--- src/rtl/uart_pkg.sv ---
// Shared UART constants and types used by uart_rx and uart_tx.
package uart_pkg;

  localparam int UART_CLKS_PER_BIT   = 87;
  localparam int UART_DATA_WIDTH_DEF = 8;
  localparam int UART_DATA_WIDTH_MIN = 5;
  localparam int UART_DATA_WIDTH_MAX = 9;
  localparam int UART_CLKS_PER_BIT_MIN = 4;

  typedef enum logic [2:0] {
    IDLE      = 3'd0,
    START     = 3'd1,
    DATA      = 3'd2,
    STOP      = 3'd3,
    WAIT_HIGH = 3'd4
  } rx_state_t;

  // Offset from a bit edge to its centre, in clock cycles.
  function automatic int half_bit(input int clks_per_bit);
    return (clks_per_bit - 1) / 2;
  endfunction

endpackage

--- src/rtl/sync_2ff.sv ---
// Two-flop synchronizer for asynchronous pins; output lags the input by 2 cycles.
// No flow control; reset value is a parameter so idle-high lines stay quiet.
module sync_2ff #(
  parameter logic RESET_VAL = 1'b1
) (
  input  logic clk,
  input  logic reset_n,
  input  logic d,
  output logic q
);

  logic meta;

  always_ff @(posedge clk) begin
    if (!reset_n) begin
      meta <= RESET_VAL;
      q    <= RESET_VAL;
    end else begin
      meta <= d;
      q    <= meta;
    end
  end

endmodule

--- src/rtl/uart_rx.sv ---
// UART receiver: 8N1-style frames sampled mid-bit; valid 830 cycles after the start edge at defaults.
// No backpressure and no buffer: dout must be captured on the valid pulse.
module uart_rx
  import uart_pkg::*;
#(
  parameter int DATA_WIDTH   = UART_DATA_WIDTH_DEF,
  parameter int CLKS_PER_BIT = UART_CLKS_PER_BIT
) (
  input  logic                  clk,
  input  logic                  reset_n,
  input  logic                  serial_rx,
  output logic [DATA_WIDTH-1:0] dout,
  output logic                  valid,
  output logic                  frame_err,
  output logic                  busy
);

  localparam int CW = $clog2(CLKS_PER_BIT);
  localparam int IW = $clog2(DATA_WIDTH);

  localparam logic [CW-1:0] HALF_C   = CW'(half_bit(CLKS_PER_BIT));
  localparam logic [CW-1:0] LAST_C   = CW'(CLKS_PER_BIT - 1);
  localparam logic [IW-1:0] LAST_IDX = IW'(DATA_WIDTH - 1);

  localparam logic [2:0] S_IDLE      = IDLE;
  localparam logic [2:0] S_START     = START;
  localparam logic [2:0] S_DATA      = DATA;
  localparam logic [2:0] S_STOP      = STOP;
  localparam logic [2:0] S_WAIT_HIGH = WAIT_HIGH;

  if (DATA_WIDTH < UART_DATA_WIDTH_MIN || DATA_WIDTH > UART_DATA_WIDTH_MAX) begin : g_bad_width
    $error("uart_rx: DATA_WIDTH outside supported range");
  end
  if (CLKS_PER_BIT < UART_CLKS_PER_BIT_MIN) begin : g_bad_rate
    $error("uart_rx: CLKS_PER_BIT too small");
  end

  logic                  rx_s;
  logic [2:0]            state, state_n;
  logic [CW-1:0]         cnt, cnt_n;
  logic [IW-1:0]         index, index_n;
  logic [DATA_WIDTH-1:0] shift, shift_n;
  logic [DATA_WIDTH-1:0] dout_n;
  logic                  valid_n, ferr_n;

  sync_2ff #(.RESET_VAL(1'b1)) u_sync (
    .clk     (clk),
    .reset_n (reset_n),
    .d       (serial_rx),
    .q       (rx_s)
  );

  always_comb begin
    state_n = state;
    cnt_n   = cnt;
    index_n = index;
    shift_n = shift;
    dout_n  = dout;
    valid_n = 1'b0;
    ferr_n  = 1'b0;
    case (state)
      S_IDLE: begin
        cnt_n   = '0;
        index_n = '0;
        if (!rx_s) state_n = S_START;
      end
      S_START: begin
        // Start bit is only judged at its centre; a short low pulse is dropped there.
        if (cnt == HALF_C) begin
          cnt_n   = '0;
          state_n = rx_s ? S_IDLE : S_DATA;
        end else begin
          cnt_n = cnt + CW'(1);
        end
      end
      S_DATA: begin
        if (cnt == LAST_C) begin
          cnt_n          = '0;
          shift_n[index] = rx_s;
          if (index == LAST_IDX) begin
            index_n = '0;
            state_n = S_STOP;
          end else begin
            index_n = index + IW'(1);
          end
        end else begin
          cnt_n = cnt + CW'(1);
        end
      end
      S_STOP: begin
        // Leaving at mid-stop-bit lets a back-to-back start edge be seen in IDLE.
        if (cnt == LAST_C) begin
          cnt_n = '0;
          if (rx_s) begin
            dout_n  = shift;
            valid_n = 1'b1;
            state_n = S_IDLE;
          end else begin
            ferr_n  = 1'b1;
            state_n = S_WAIT_HIGH;
          end
        end else begin
          cnt_n = cnt + CW'(1);
        end
      end
      S_WAIT_HIGH: begin
        cnt_n = '0;
        if (rx_s) state_n = S_IDLE;
      end
      default: begin
        state_n = S_IDLE;
        cnt_n   = '0;
        index_n = '0;
      end
    endcase
  end

  always_ff @(posedge clk) begin
    if (!reset_n) begin
      state     <= S_IDLE;
      cnt       <= '0;
      index     <= '0;
      shift     <= '0;
      dout      <= '0;
      valid     <= 1'b0;
      frame_err <= 1'b0;
      busy      <= 1'b0;
    end else begin
      state     <= state_n;
      cnt       <= cnt_n;
      index     <= index_n;
      shift     <= shift_n;
      dout      <= dout_n;
      valid     <= valid_n;
      frame_err <= ferr_n;
      busy      <= (state_n != S_IDLE);
    end
  end

endmodule

--- config.mk ---
export PLATFORM = sky130hd
export DESIGN_NAME = uart_rx
export DESIGN_NICKNAME = d
export VERILOG_FILES = /design/src/rtl/uart_pkg.sv /design/src/rtl/sync_2ff.sv /design/src/rtl/uart_rx.sv
export SDC_FILE = /design/constraint.sdc
export NUM_CORES = 1
export LEC_CHECK = 0
export BUFFER_PORTS_ARGS = -buffer_cell sky130_fd_sc_hd__buf_2
export CAP_MARGIN = 20
export CORE_MARGIN = 1.5
export CORE_UTILIZATION = 57
export CTS_CLUSTER_DIAMETER = 40
export DETAILED_ROUTE_END_ITERATION = 16
export PLACE_DENSITY = 0.77
export SYNTH_ARGS = -nofsm -noshare
export SYNTH_HDL_FRONTEND = slang
export SYNTH_HIERARCHICAL = 1
export SYNTH_SLANG_ARGS = --single-unit
--- constraint.sdc ---
create_clock -name clk -period 1.8 [get_ports clk]
set_clock_uncertainty 0.05 [all_clocks]
set_input_delay 0.09 -clock clk [delete_from_list [all_inputs] [get_ports clk]]
set_output_delay 0.09 -clock clk [all_outputs]
set_load 0.01 [all_outputs]
After elaboration in Yosys (flattened, before gate mapping)
Cells that the tools add are included.
Word-level totals
  bits in registers: 34
  bits of input ports: 3
  output and inout bits: 11
  logic and storage cells: 52
Operators by class
  add/subtract/negate cells: 2
  order comparisons: 2
  equal/unequal tests: 8
  muxes and demuxes: 20
  bitwise operators: 1
  reductions and logical operators: 9
Operators with widths (count)
  $mux W3: 9
  $pmux W3 S5: 1
  $mux W7: 2
  $pmux W7 S2: 1
  $bwmux W8: 1
  $add A7 B1 Y7 const B: 1
  $eq A7 B6 Y1 const B: 1
  $eq A7 B7 Y1 const B: 1
  $eq A3 B2 Y1 const B: 2
  $eq A3 B3 Y1 const B: 2
  $pmux W3 S2: 1
  $reduce_and A3 Y1: 2
  $lt A3 B4 Y1 const B: 1
  $reduce_and A2 Y1: 2
  $add A3 B1 Y3 const B: 1
  $demux W1 S3: 1
  $eq A3 B1 Y1 const B: 1
  $ge A3 B1 Y1 const B: 1
  $logic_not A3 Y1: 1
  $mux W1: 3
  $reduce_bool A3 Y1: 1
  $reduce_or A3 Y1: 1
  $mux W2: 1
  $ne A2 B2 Y1 const B: 1
  other kinds (3): 3

Logic depth before layout (Yosys ltp)
Gate-level depths: netlist of run 1.
  depth in word-level cells: 5
  mapped depth: 7
  depth with buffers taken out: 6

Modules after synthesis
The synthesis of run 1 kept the hierarchy.
Modules (own cells, without submodules)
  uart_rx: instances 1, cells each 158, area each 1496.4 um^2, seq. area each 640.6 um^2
  sync_2ff: instances 1, cells each 4, area each 52.6 um^2, seq. area each 40.0 um^2

Least setup slack after synthesis of run 1
Ideal clock, no wire load.
  kind: reg-to-reg
  from: register cnt[0]
  to: register busy
  library setup time: 133 ps
  data arrival time: 1286 ps
  required time: 1617 ps
  slack: 331 ps
  stages on the path, launching flop included: 7
  path buffers: 0
  clock period less this slack: 1469 ps
  path through: dfxtp_1 inv_1 ha_1 and4bb_4 a41o_1 o21ai_1 o211ai_1
On the way
  cells in the longest elaborated chain, start to end: 4
  elaborated cells on any way between the ends: 7
  classes of those cells: eq/ne: 2; mux: 4; reduce/logical: 1
Ends and longest elaborated chain
  from (decl): line uart_rx.sv:40  | logic [CW-1:0] cnt, cnt_n;
  from (signal assigned): line uart_rx.sv:130  | cnt <= cnt_n;
  $eq A7 B7 Y1 / $eq A7 B6 Y1 (equally long branches): line uart_rx.sv:77, uart_rx.sv:92, uart_rx.sv:69
  $mux W3 (on tied branches): line uart_rx.sv:92, uart_rx.sv:69, uart_rx.sv:77
  $pmux W3 S5 *: line uart_rx.sv:61  | case (state)
  $reduce_bool A3 Y1 *: line uart_rx.sv:136  | busy <= (state_n != S_IDLE);
  to (signal assigned): line uart_rx.sv:136
  to (decl): line uart_rx.sv:15  | output logic busy
Every way passes the cells marked *; elsewhere a longest branch is shown, timed or not.
A chain may end at the register's enable or synchronous reset.

Final worst setup path of run 1
  from: register cnt[0]
  to: register index[0]
On the way
  cells in the longest elaborated chain, start to end: 3
Ends and longest elaborated chain
  $eq A7 B7 Y1: line uart_rx.sv:77  | if (cnt == LAST_C) begin
  $ne A2 B2 Y1 (no source line)
  $reduce_and A2 Y1 (no source line)
  to (signal assigned): line uart_rx.sv:131  | index <= index_n;
  to (decl): line uart_rx.sv:41  | logic [IW-1:0] index, index_n;
Every way passes these cells.

==> impl_metrics.py, run 1 <==
metrics = {
    "status": {
        "status": "finished clean",
    },
    "logic_synthesis": {
        "synth_cell_types": 37,
        "synth_area_leaders": "dfxtp_1, mux2i_1, nand2_1",
        "seq_area_frac_synth": 0.4394,
        "synth_top_area_share": 0.4394,
        "synth_area_leader_cell": "dfxtp_1",
        "synthesis.nets": 169,
        "syn_area_sq_um": 1549,
        "syn_inst": 162,
        "yosysWarnings": 6,
        "synth-async-reset-ratio": 0,
        "avgSynthCellArea_sq_um": 9.562,
        "ys_seq_elements": 34,
        "synthFlopType": "dfxtp_1",
        "synth-edff-count": 0,
    },
    "clock_tree": {
        "cts.clk_slew.worst_paths_ns": 0.11,
        "cts_tree": "yes",
        "cts_sinks": 34,
        "clk_latency_ns": 0.34,
        "post_cts_buffers": 0,
        "cts_inserted_buffers": 5,
        "cts_resized": 0,
        "clock_path_buffers": 2,
        "root_buffer": "clkbuf_4",
        "cts_max_level": 2,
    },
    "global_routing": {
        "grt_antenna_before_repair": 0,
        "grt_pass1_wl_um": 4754,
        "gr-usage-all-layers": 0.2317,
        "grt_max_degree": 19,
        "grt_pass1_vias": 1038,
        "grt_overflow": 0,
    },
    "route": {
        "wl_met3_um": 111,
        "dr.pass1.iters": 4,
        "dr.max_layer_used": "met4",
        "vias_per_cell": 5.810,
        "drc": 0,
        "wl_met1_um": 1414,
        "routed_wl_um": 2952,
        "wl_per_cell_um": 14.06,
        "met2WireLength_um": 1363,
        "vias": 1220,
        "drt_iter0_markers": 27,
        "drtAntennaViolNets": 0,
    },
    "setup_path": {
        "crit_path_max_incr_delay_ns": 0.39,
        "rr_worst_depth": 6,
        "cp_slowest_cell": "dfxtp_1",
        "crit_path_max_fanout": 5,
        "crit_path_cell_trace": "inv_1 > ha_1 > and4bb_4 > a311oi_2 > nand2_1 > a21oi_1",
        "endpoint_kind": "register",
        "cp.arrival_ns": 1.90,
        "path_class": "register to register",
        "required_ns": 2.03,
        "start_kind": "register",
    },
    "sta": {
        "setup_ws_ns": 0.1322,
        "worstMarginPinSlew_ns": 0.3905,
        "final.min_clock_period_ns": 1.668,
        "setup-violations-final": 0,
        "fmax_ghz": 0.5996,
        "hold_viol_final": 0,
        "slew_viol_final": 0,
        "rsz0062_at_grt": "false",
        "holdWs_ns": 0.08196,
        "relSlewSlack": 0.7393,
        "tns_ns": 0,
        "finalCritPeriodShare": 0.9265,
    },
    "power_and_ir_drop": {
        "ir_worst_vdd_mv": 0.8524,
        "seq_power_share": 0.610,
        "p_total_mw": 1.251,
        "leakage_nw": 0.7491,
        "swShare": 0.2343,
        "p_comb_frac": 0.030,
        "p_int_mw": 0.9581,
        "clkPwrFrac": 0.360,
        "power.density_nw_per_um2": 734.8,
        "p_switching_mw": 0.2932,
    },
    "final_layout": {
        "synthToLayoutAreaGrowth_pct": 9.935,
        "diodes": 0,
        "drive_gt1_frac": 0.1722,
        "fill_cells": 219,
        "final_cells": 210,
        "fin_util": 0.6751,
        "fin_area_sq_um": 1703,
        "nets": 186,
    },
    "floorplan": {
        "rows": 18,
        "ios": 14,
        "core_region_area_sq_um": 2522,
        "die_h_um": 55.13,
        "die-area_sq_um": 3039,
        "initial_core_util": 0.6141,
        "die_width_um": 55.13,
    },
    "flow_run": {
        "drv_cap": 0,
    },
    "min_path": {
        "hold_path.class": "input port to register",
        "hold_path_depth": 3,
    },
    "placed_design": {
        "io_buffers": 13,
        "dp_hpwl_um": 2144,
        "post-place-ws_ns": 0.1326,
        "dp_cells": 201,
        "gp_congestion": 0.8814,
        "dpl_cell_area_sq_um": 1629,
    },
}
==> critical path: cells and delay by family (launching register included) <==
family                     cells  cell delay, ns
adders and majority gates      1            0.24
and+or+nand+nor                2            0.34
buffers and inverters          1            0.06
DFF                            1            0.39
AOI/OAI and AO/OA              2            0.52
==> power by group through the flow <==
stage          Combinational [mW]  Clock, mW  Sequential (mW)
2_1_floorplan              0.0273          0            0.777
3_3_place_gp               0.0343          0            0.780
3_5_place_dp               0.0357          0            0.780
4_1_cts                    0.0376      0.459            0.763
5_1_grt                    0.0412      0.494            0.764
6_report                   0.0376      0.450            0.763
==> final cells by class <==
cell class,count,area [sq um],area share
sequential,34,680.7,0.3997
timing repair buffer,17,97.59,0.05731
inverter,6,22.52,0.01323
clock inverter,2,12.51,0.007348
multi-input combinational,115,800.8,0.4702
tap,30,37.54,0.02204
clock buffer,6,51.30,0.03012
==> final timing paths <==
| path | start | end | slack, ns |
|---|---|---|---|
| max reg2reg | cnt[0] | index[0] | 0.13 |
| min | reset_n | valid | 0.08 |
| max | cnt[0] | index[0] | 0.13 |
| min reg2reg | u_sync/meta | u_sync/q | 0.39 |
==> state kept, by name, indices dropped and copies added (netlist names) <==
signal       count
u_sync/meta      1
index            3
state            3
u_sync/q         1
shift            8
frame_err        1
dout             8
valid            1
cnt              7
busy             1
==> cell families (layout without fill, tap and decap cells) <==
kind of cell    count (synthesis)  after routing  synth area share
fa+ha+maj                       4              4           0.03231
mux                            16             16            0.1034
buf+inv                        13             31           0.04362
flops                          34             34            0.4394
simple gates                   76             76            0.2860
compound gates                 14             14           0.06704
xor+xnor                        5              5           0.02828
==> cells in the mapped netlist (3+ instances only) <==
cell type,n
nand2b_1,6
buf_2,3
inv_1,6
mux2i_1,16
ha_1,4
nor2_1,16
and2_1,4
nand3_1,7
nor3_1,3
xnor2_1,3
a21oi_1,5
nor3b_1,5
dfxtp_1,34
nand2_1,18
and3_1,3
==> layout by cell type, fill, tap and decap left out, types with 5 or more instances in the layout <==
cell	n
a21oi_1	5
buf_2	13
clkbuf_4	5
dfxtp_1	34
inv_1	6
mux2i_1	16
nand2_1	18
nand2b_1	6
nand3_1	7
nor2_1	16
nor3b_1	5
==> what timing repair did <==
action	CTS	global route
setup endpoints to repair	0	0
endpoints found under the hold margin	1	0
hold buffers	1	0
==> metal layers <==
layer | global-route usage | vias to the layer above
met1 | 0.2975 | 594
li1 | - | 602
met2 | 0.3373 | 18
met5 | 0 | -
met4 | 0.1138 | 0
met3 | 0.09140 | 6
Power figures use the tool's default switching activity.
==> inputs of run 2 (changes only) <==
--- a/config.mk
+++ b/config.mk
@@ -5,6 +5,7 @@
 export SDC_FILE = /design/constraint.sdc
 export NUM_CORES = 1
 export LEC_CHECK = 0
+export ABC_AREA = 1
 export BUFFER_PORTS_ARGS = -buffer_cell sky130_fd_sc_hd__buf_2
 export CAP_MARGIN = 20
 export CORE_MARGIN = 1.5
==> run 2 against run 1 <==
Clock-buffer cell count unchanged; synthesized area is 0.48% higher; worst setup slack improved by 0.12 ns; critical path depth up 1; cell count rose by 22%; first-iteration DRC count decreased by 19%; wire length shrank 8.9%; worst hold slack worse by 0.065 ns; die area rose by 0.45%; global-route usage fell by 2.4 points.
==> impl_metrics.py, run 2 <==
metrics = {
    "final_layout": {
        "drive_gt1_frac": 0.1416,
        "fin_util": 0.6746,
        "fin_area_sq_um": 1702,
        "final_common_cell": "nand2_1",
        "synthToLayoutAreaGrowth_pct": 9.325,
        "nets": 232,
        "fill_cells": 210,
        "reg.largest.list": "dout: 8 flops, shift: 8 flops, cnt: 7 flops",
        "diodes": 0,
        "final_cells": 256,
        "most-common-layout-cells": "nand2_1, dfxtp_1, inv_1",
    },
    "logic_synthesis": {
        "yosysWarnings": 6,
        "syn_inst": 208,
        "synth_area_leaders": "dfxtp_1, nand2_1, inv_1",
        "seq_area_frac_synth": 0.4373,
        "synthesis.nets": 215,
        "synth_cell_types": 21,
        "synth_area_leader_cell": "dfxtp_1",
        "syn_area_sq_um": 1556,
        "yosysMostFrequentCell": "nand2_1",
        "avgSynthCellArea_sq_um": 7.483,
        "synth-edff-count": 0,
        "synthFlopType": "dfxtp_1",
        "synth_common_cells": "nand2_1, dfxtp_1, inv_1",
        "synth-async-reset-ratio": 0,
        "ys_seq_elements": 34,
        "synth_top_area_share": 0.4373,
    },
    "min_path": {
        "worstHoldStart": "reset_n",
        "hold_path.class": "input port to register",
    },
    "setup_path": {
        "cp.arrival_ns": 1.72,
        "endpoint_kind": "register",
        "start_kind": "register",
        "cp_slowest_cell": "dfxtp_1",
        "worstReg2RegEnd": "dout[5]",
        "rr_worst_depth": 7,
        "path_depth": 7,
        "r2r_slack_ns": 0.26,
        "crit_path_cell_trace": "inv_1 > ha_1 > nand3_2 > nor2_4 > nand3_4 > o21ai_0 > a21oi_1",
        "worstSetupStartpoint": "cnt[0]",
        "required_ns": 1.97,
        "crit_family": "simple AND/OR/NAND/NOR gates",
        "crit_path_max_incr_delay_ns": 0.35,
        "crit_end": "dout[5]",
        "crit_path_max_fanout": 17,
        "critPathBufInv": 1,
        "path_class": "register to register",
        "r2r-start": "cnt[0]",
    },
    "global_routing": {
        "grt_max_degree": 18,
        "grt_pass1_wl_um": 5092,
        "grt_overflow": 0,
        "gr-usage-all-layers": 0.2075,
        "grt_antenna_before_repair": 0,
        "grt_pass1_vias": 1292,
    },
    "sta": {
        "relSlewSlack": 0.6777,
        "fmax_ghz": 0.6475,
        "hold_viol_final": 0,
        "setup_ws_ns": 0.2556,
        "tns_ns": 0,
        "setup-violations-final": 0,
        "final.min_clock_period_ns": 1.544,
        "holdWs_ns": 0.01678,
        "finalCritPeriodShare": 0.8580,
        "rsz0062_at_grt": "false",
        "worstMarginPinSlew_ns": 0.4784,
        "slew_viol_final": 0,
    },
    "placed_design": {
        "dp_hpwl_um": 2002,
        "post-place-ws_ns": 0.1511,
        "dpl_cell_area_sq_um": 1620,
        "gp_congestion": 0.8326,
        "dp_cells": 247,
        "io_buffers": 13,
    },
    "power_and_ir_drop": {
        "clkPwrFrac": 0.356,
        "p_comb_frac": 0.029,
        "seq_power_share": 0.614,
        "power.density_nw_per_um2": 727.4,
        "leakage_nw": 0.7112,
        "p_switching_mw": 0.2815,
        "p_total_mw": 1.238,
        "ir_worst_vdd_mv": 0.6479,
        "p_int_mw": 0.9562,
        "swShare": 0.2275,
    },
    "floorplan": {
        "die-area_sq_um": 3053,
        "core_region_area_sq_um": 2522,
        "rows": 18,
        "die_width_um": 55.26,
        "ios": 14,
        "initial_core_util": 0.6171,
        "die_h_um": 55.26,
    },
    "route": {
        "dr.pass1.iters": 4,
        "drt_iter0_markers": 22,
        "wl_per_cell_um": 10.51,
        "vias": 1319,
        "drc": 0,
        "drtAntennaViolNets": 0,
        "vias_per_cell": 5.152,
        "routed_wl_um": 2690,
    },
    "clock_tree": {
        "cts_sinks": 34,
        "clock_path_buffers": 2,
        "cts_max_level": 2,
        "cts.clk_slew.worst_paths_ns": 0.10,
        "cts_inserted_buffers": 5,
        "clk_latency_ns": 0.33,
        "cts_tree": "yes",
        "root_buffer": "clkbuf_4",
    },
    "flow_run": {
        "drv_cap": 0,
    },
    "status": {
        "status": "finished clean",
    },
}
run 2: cell count changes after synthesis, sizes merged, moves of 15 or more:
cell   before  now
nand2      19   38
mux2i      16    0
a21oi       5   20
inv         6   33
nand3       7   25
run 2: power by group through the flow:
stage | Combinational, mW | Sequential, mW | Clock, mW
2_1_floorplan | 0.0259 | 0.777 | 0
3_3_place_gp | 0.0334 | 0.777 | 0
3_5_place_dp | 0.0348 | 0.777 | 0
4_1_cts | 0.0365 | 0.760 | 0.449
5_1_grt | 0.0414 | 0.761 | 0.482
6_report | 0.0365 | 0.760 | 0.441
run 2: routing by layer:
layer | vias to the layer above | GRT usage | part of all wire
li1 | 694 | - | -
met3 | 5 | 0.07728 | 0.047
met1 | 584 | 0.2459 | 0.48
met2 | 36 | 0.3384 | 0.46
met5 | - | 0 | 0
met4 | 0 | 0.08362 | 0.011
run 2: cells by family after synthesis:
kind of cell    after synthesis  share of synthesized area
compound gates               31                     0.1021
fa+ha+maj                     4                    0.03216
xor+xnor                      5                    0.02813
simple gates                 96                     0.2894
buf+inv                      38                     0.1109
flops                        34                     0.4373
run 2: what timing repair did:
item | CTS | global route
endpoints found under the setup margin | 0 | 2
gates resized for setup | 0 | 1
hold endpoints to repair | 1 | 0
hold buffers | 1 | 0
buffers inserted | 0 | 0
run 2: cell type report:
type,instances,area [sq um],share of cell area
inverters,33,126.4,0.07426
clock buffers,6,51.30,0.03015
multi-input cells,136,710.7,0.4176
well taps,30,37.54,0.02206
flip-flops and latches,34,680.7,0.4000
clock inverters,2,12.51,0.007353
repair buffers,15,82.58,0.04853
run 2: worst min path at each step:
stage | end | slack (ns) | depth (start not counted)
final | u_sync/q | 0.02 | 2
after floorplan | u_sync/meta | 0.11 | 1
after CTS | u_sync/q | 0.01 | 2
after detailed placement | u_sync/meta | 0.23 | 3
after global routing | u_sync/q | 0.007 | 2
after global placement | u_sync/meta | 0.22 | 3
run 2: worst reg2reg max path, stage by stage (launching register included):
cell and delay, ns:
dfxtp_1 0.35, inv_1 0.06, ha_1 0.18, nand3_2 0.10, nor2_4 0.21, nand3_4 0.20, o21ai_0 0.22, a21oi_1 0.05
==> inputs of run 3 (changes only) <==
--- a/config.mk
+++ b/config.mk
@@ -15,5 +15,4 @@
 export PLACE_DENSITY = 0.77
 export SYNTH_ARGS = -nofsm -noshare
 export SYNTH_HDL_FRONTEND = slang
-export SYNTH_HIERARCHICAL = 1
 export SYNTH_SLANG_ARGS = --single-unit
==> run 3 against run 2 <==
Sequential power hardly changed; highest routed layer unchanged; core utilization decreased by 0.099 points; wire length rose by 15%; worst hold slack improved by 0.034 ns; clock-buffer cell count is 1 higher; critical path depth did not move; largest power group unchanged; cell count is 0.39% lower; synthesized cell count fell by 0.48%; via count grew 2.7%; global-route usage grew 2.9 points; sequential share of layout area is 0.059 points higher; critical path type unchanged; critical endpoint is now dout[4]; combinational power grew 18%; largest cell class unchanged.
==> impl_metrics.py, run 3 <==
metrics = {
    "power_and_ir_drop": {
        "power.density_nw_per_um2": 796.1,
        "ir_worst_vdd_mv": 0.7462,
        "p_total_mw": 1.353,
        "leakage_nw": 0.7081,
    },
    "logic_synthesis": {
        "synth_area_leaders": "dfxtp_1, nand2_1, inv_1",
        "avgSynthCellArea_sq_um": 7.453,
        "synth_xor_area_frac": 0.02839,
        "synthAdderAreaFrac": 0.03244,
        "synth-simple-area-share": 0.2879,
        "synth_cell_types": 23,
        "yosysMostFrequentCell": "nand2_1",
        "synth_top_family_by_area": "simple AND/OR/NAND/NOR gates",
        "synth_compound_area_frac": 0.1030,
        "synth-async-reset-ratio": 0,
        "ys_seq_elements": 34,
        "synth_area_leader_cell": "dfxtp_1",
        "yosysWarnings": 0,
        "synth_common_cells": "nand2_1, dfxtp_1, inv_1",
        "synth-edff-count": 0,
        "synth_top_area_share": 0.4412,
        "syn_inst": 207,
        "synthFlopType": "dfxtp_1",
        "seq_area_frac_synth": 0.4412,
        "syn_area_sq_um": 1543,
        "synth_mux_area_frac": 0,
        "synthesis.nets": 214,
    },
    "clock_tree": {
        "cts.clk_slew.worst_paths_ns": 0.10,
        "cts_max_level": 2,
        "cts_inserted_buffers": 5,
        "clk_latency_ns": 0.34,
        "cts_sinks": 34,
        "clock_path_buffers": 2,
        "cts_tree": "yes",
        "post_cts_buffers": 0,
        "root_buffer": "clkbuf_4",
    },
    "floorplan": {
        "core_region_area_sq_um": 2522,
        "initial_core_util": 0.6116,
        "ios": 14,
        "die-area_sq_um": 3028,
        "rows": 18,
        "die_h_um": 55.03,
        "die_width_um": 55.03,
    },
    "final_layout": {
        "reg.largest.list": "dout: 8 flops, shift: 8 flops, cnt: 7 flops",
        "synthToLayoutAreaGrowth_pct": 10.14,
        "most-common-layout-cells": "nand2_1, dfxtp_1, inv_1",
        "fin_area_sq_um": 1699,
        "diodes": 0,
        "drive_gt1_frac": 0.1378,
        "final_cells": 255,
        "final_common_cell": "nand2_1",
        "nets": 231,
    },
    "setup_path": {
        "worstReg2RegEnd": "dout[4]",
        "cp_slowest_cell": "dfxtp_1",
        "path_depth": 7,
        "r2r-start": "cnt[0]",
        "path_class": "register to register",
        "required_ns": 1.98,
        "crit_path_cell_trace": "inv_1 > ha_1 > nand3_2 > nor2_4 > nand3_4 > o21ai_0 > a21oi_1",
        "crit_path_max_incr_delay_ns": 0.35,
        "crit_family": "simple AND/OR/NAND/NOR gates",
        "crit_end": "dout[4]",
        "endpoint_kind": "register",
        "crit_path_max_fanout": 17,
        "r2r_slack_ns": 0.21,
        "start_kind": "register",
        "critPathBufInv": 1,
        "cp.arrival_ns": 1.77,
        "rr_worst_depth": 7,
        "worstSetupStartpoint": "cnt[0]",
    },
    "status": {
        "status": "finished clean",
    },
    "sta": {
        "setup-violations-final": 0,
        "relSlewSlack": 0.7130,
        "setup_ws_ns": 0.2147,
        "worstMarginPinSlew_ns": 0.4300,
        "hold_viol_final": 0,
        "final.min_clock_period_ns": 1.585,
        "fmax_ghz": 0.6308,
        "rsz0062_at_grt": "false",
        "tns_ns": 0,
        "finalCritPeriodShare": 0.8807,
        "slew_viol_final": 0,
    },
    "global_routing": {
        "gr-usage-all-layers": 0.2366,
        "grt_pass1_wl_um": 4961,
        "grt_antenna_before_repair": 0,
        "grt_max_degree": 18,
        "grt_pass1_vias": 1252,
        "grt_overflow": 0,
    },
    "route": {
        "wl_per_cell_um": 12.12,
        "drtAntennaViolNets": 0,
        "drc": 0,
        "vias_per_cell": 5.314,
        "drt_iter0_markers": 48,
        "vias": 1355,
        "dr.pass1.iters": 4,
        "routed_wl_um": 3091,
    },
    "placed_design": {
        "dp_cells": 246,
        "gp_congestion": 0.8406,
        "post-place-ws_ns": 0.1262,
        "dpl_cell_area_sq_um": 1607,
        "dp_hpwl_um": 2185,
        "io_buffers": 13,
    },
    "flow_run": {
        "drv_cap": 0,
    },
    "min_path": {
        "hold_path.class": "input port to register",
    },
}
==> run 3: cell types whose count changed in the layout (fill, tap and decap cells not counted), moves of 2 or more <==
cell,before,now
or2_2,0,2
clkbuf_1,0,2
nand3_2,5,1
inv_1,32,28
nand3_1,19,21
inv_2,0,2
==> run 3: cell families (layout without fill, tap and decap cells) <==
| family | after synthesis | in the layout |
|---|---|---|
| simple gates | 97 | 97 |
| compound gates | 31 | 31 |
| buf+inv | 36 | 54 |
| fa+ha+maj | 4 | 4 |
| xor+xnor | 5 | 5 |
| flops | 34 | 34 |
==> run 3: cell type report <==
class | count | area, sq um
Tap cell | 30 | 37.54
Clock buffer | 7 | 45.04
Clock inverter | 1 | 30.03
Multi-Input combinational cell | 137 | 704.4
Sequential cell | 34 | 680.7
Fill cell | 218 | 823.3
Inverter | 31 | 118.9
Timing Repair Buffer | 15 | 82.58
==> run 3: repair_timing <==
item	CTS	global route
endpoints found under the setup margin	0	5
resized for setup	0	1
hold endpoints to repair	1	0
hold buffers	1	0
==> run 3: worst min path at each step <==
stage / startpoint / endpoint / cells after the start
2_1_floorplan: serial_rx / u_sync.meta / 1
3_3_place_gp: serial_rx / u_sync.meta / 2
3_5_place_dp: serial_rx / u_sync.meta / 2
4_1_cts: reset_n / dout[1] / 3
5_1_grt: reset_n / dout[1] / 3
6_report: reset_n / dout[1] / 3
==> run 3: per-layer routing <==
metal  wire length (um)  vias up  global-route usage
met3                190        9             0.06183
met2               1463       53              0.3988
met4                 59        0              0.1585
li1                   -      695                   -
met5                  0        -                   0
met1               1376      598              0.2596
==> run 3: where the power goes <==
group	switching, mW	internal [mW]	total (mW)
combinational	0.0286	0.0146	0.0432
clock	0.253	0.295	0.548
sequential	0.00471	0.757	0.762
==> run 3: tightest hold or removal path: cells and delay by family <==
kind	cells	cell delay (ns)
buf+inv	1	0.19
compound gates	2	0.12
==> run 3: metrics by stage <==
step	hold slack [ns]	utilization
4_1_cts	0.04023	0.6706
2_1_floorplan	0.1466	-
3_5_place_dp	0.2345	0.6369
6_report	0.05101	0.6736
5_1_grt	0.05358	0.6736
3_3_place_gp	0.2270	0.6369
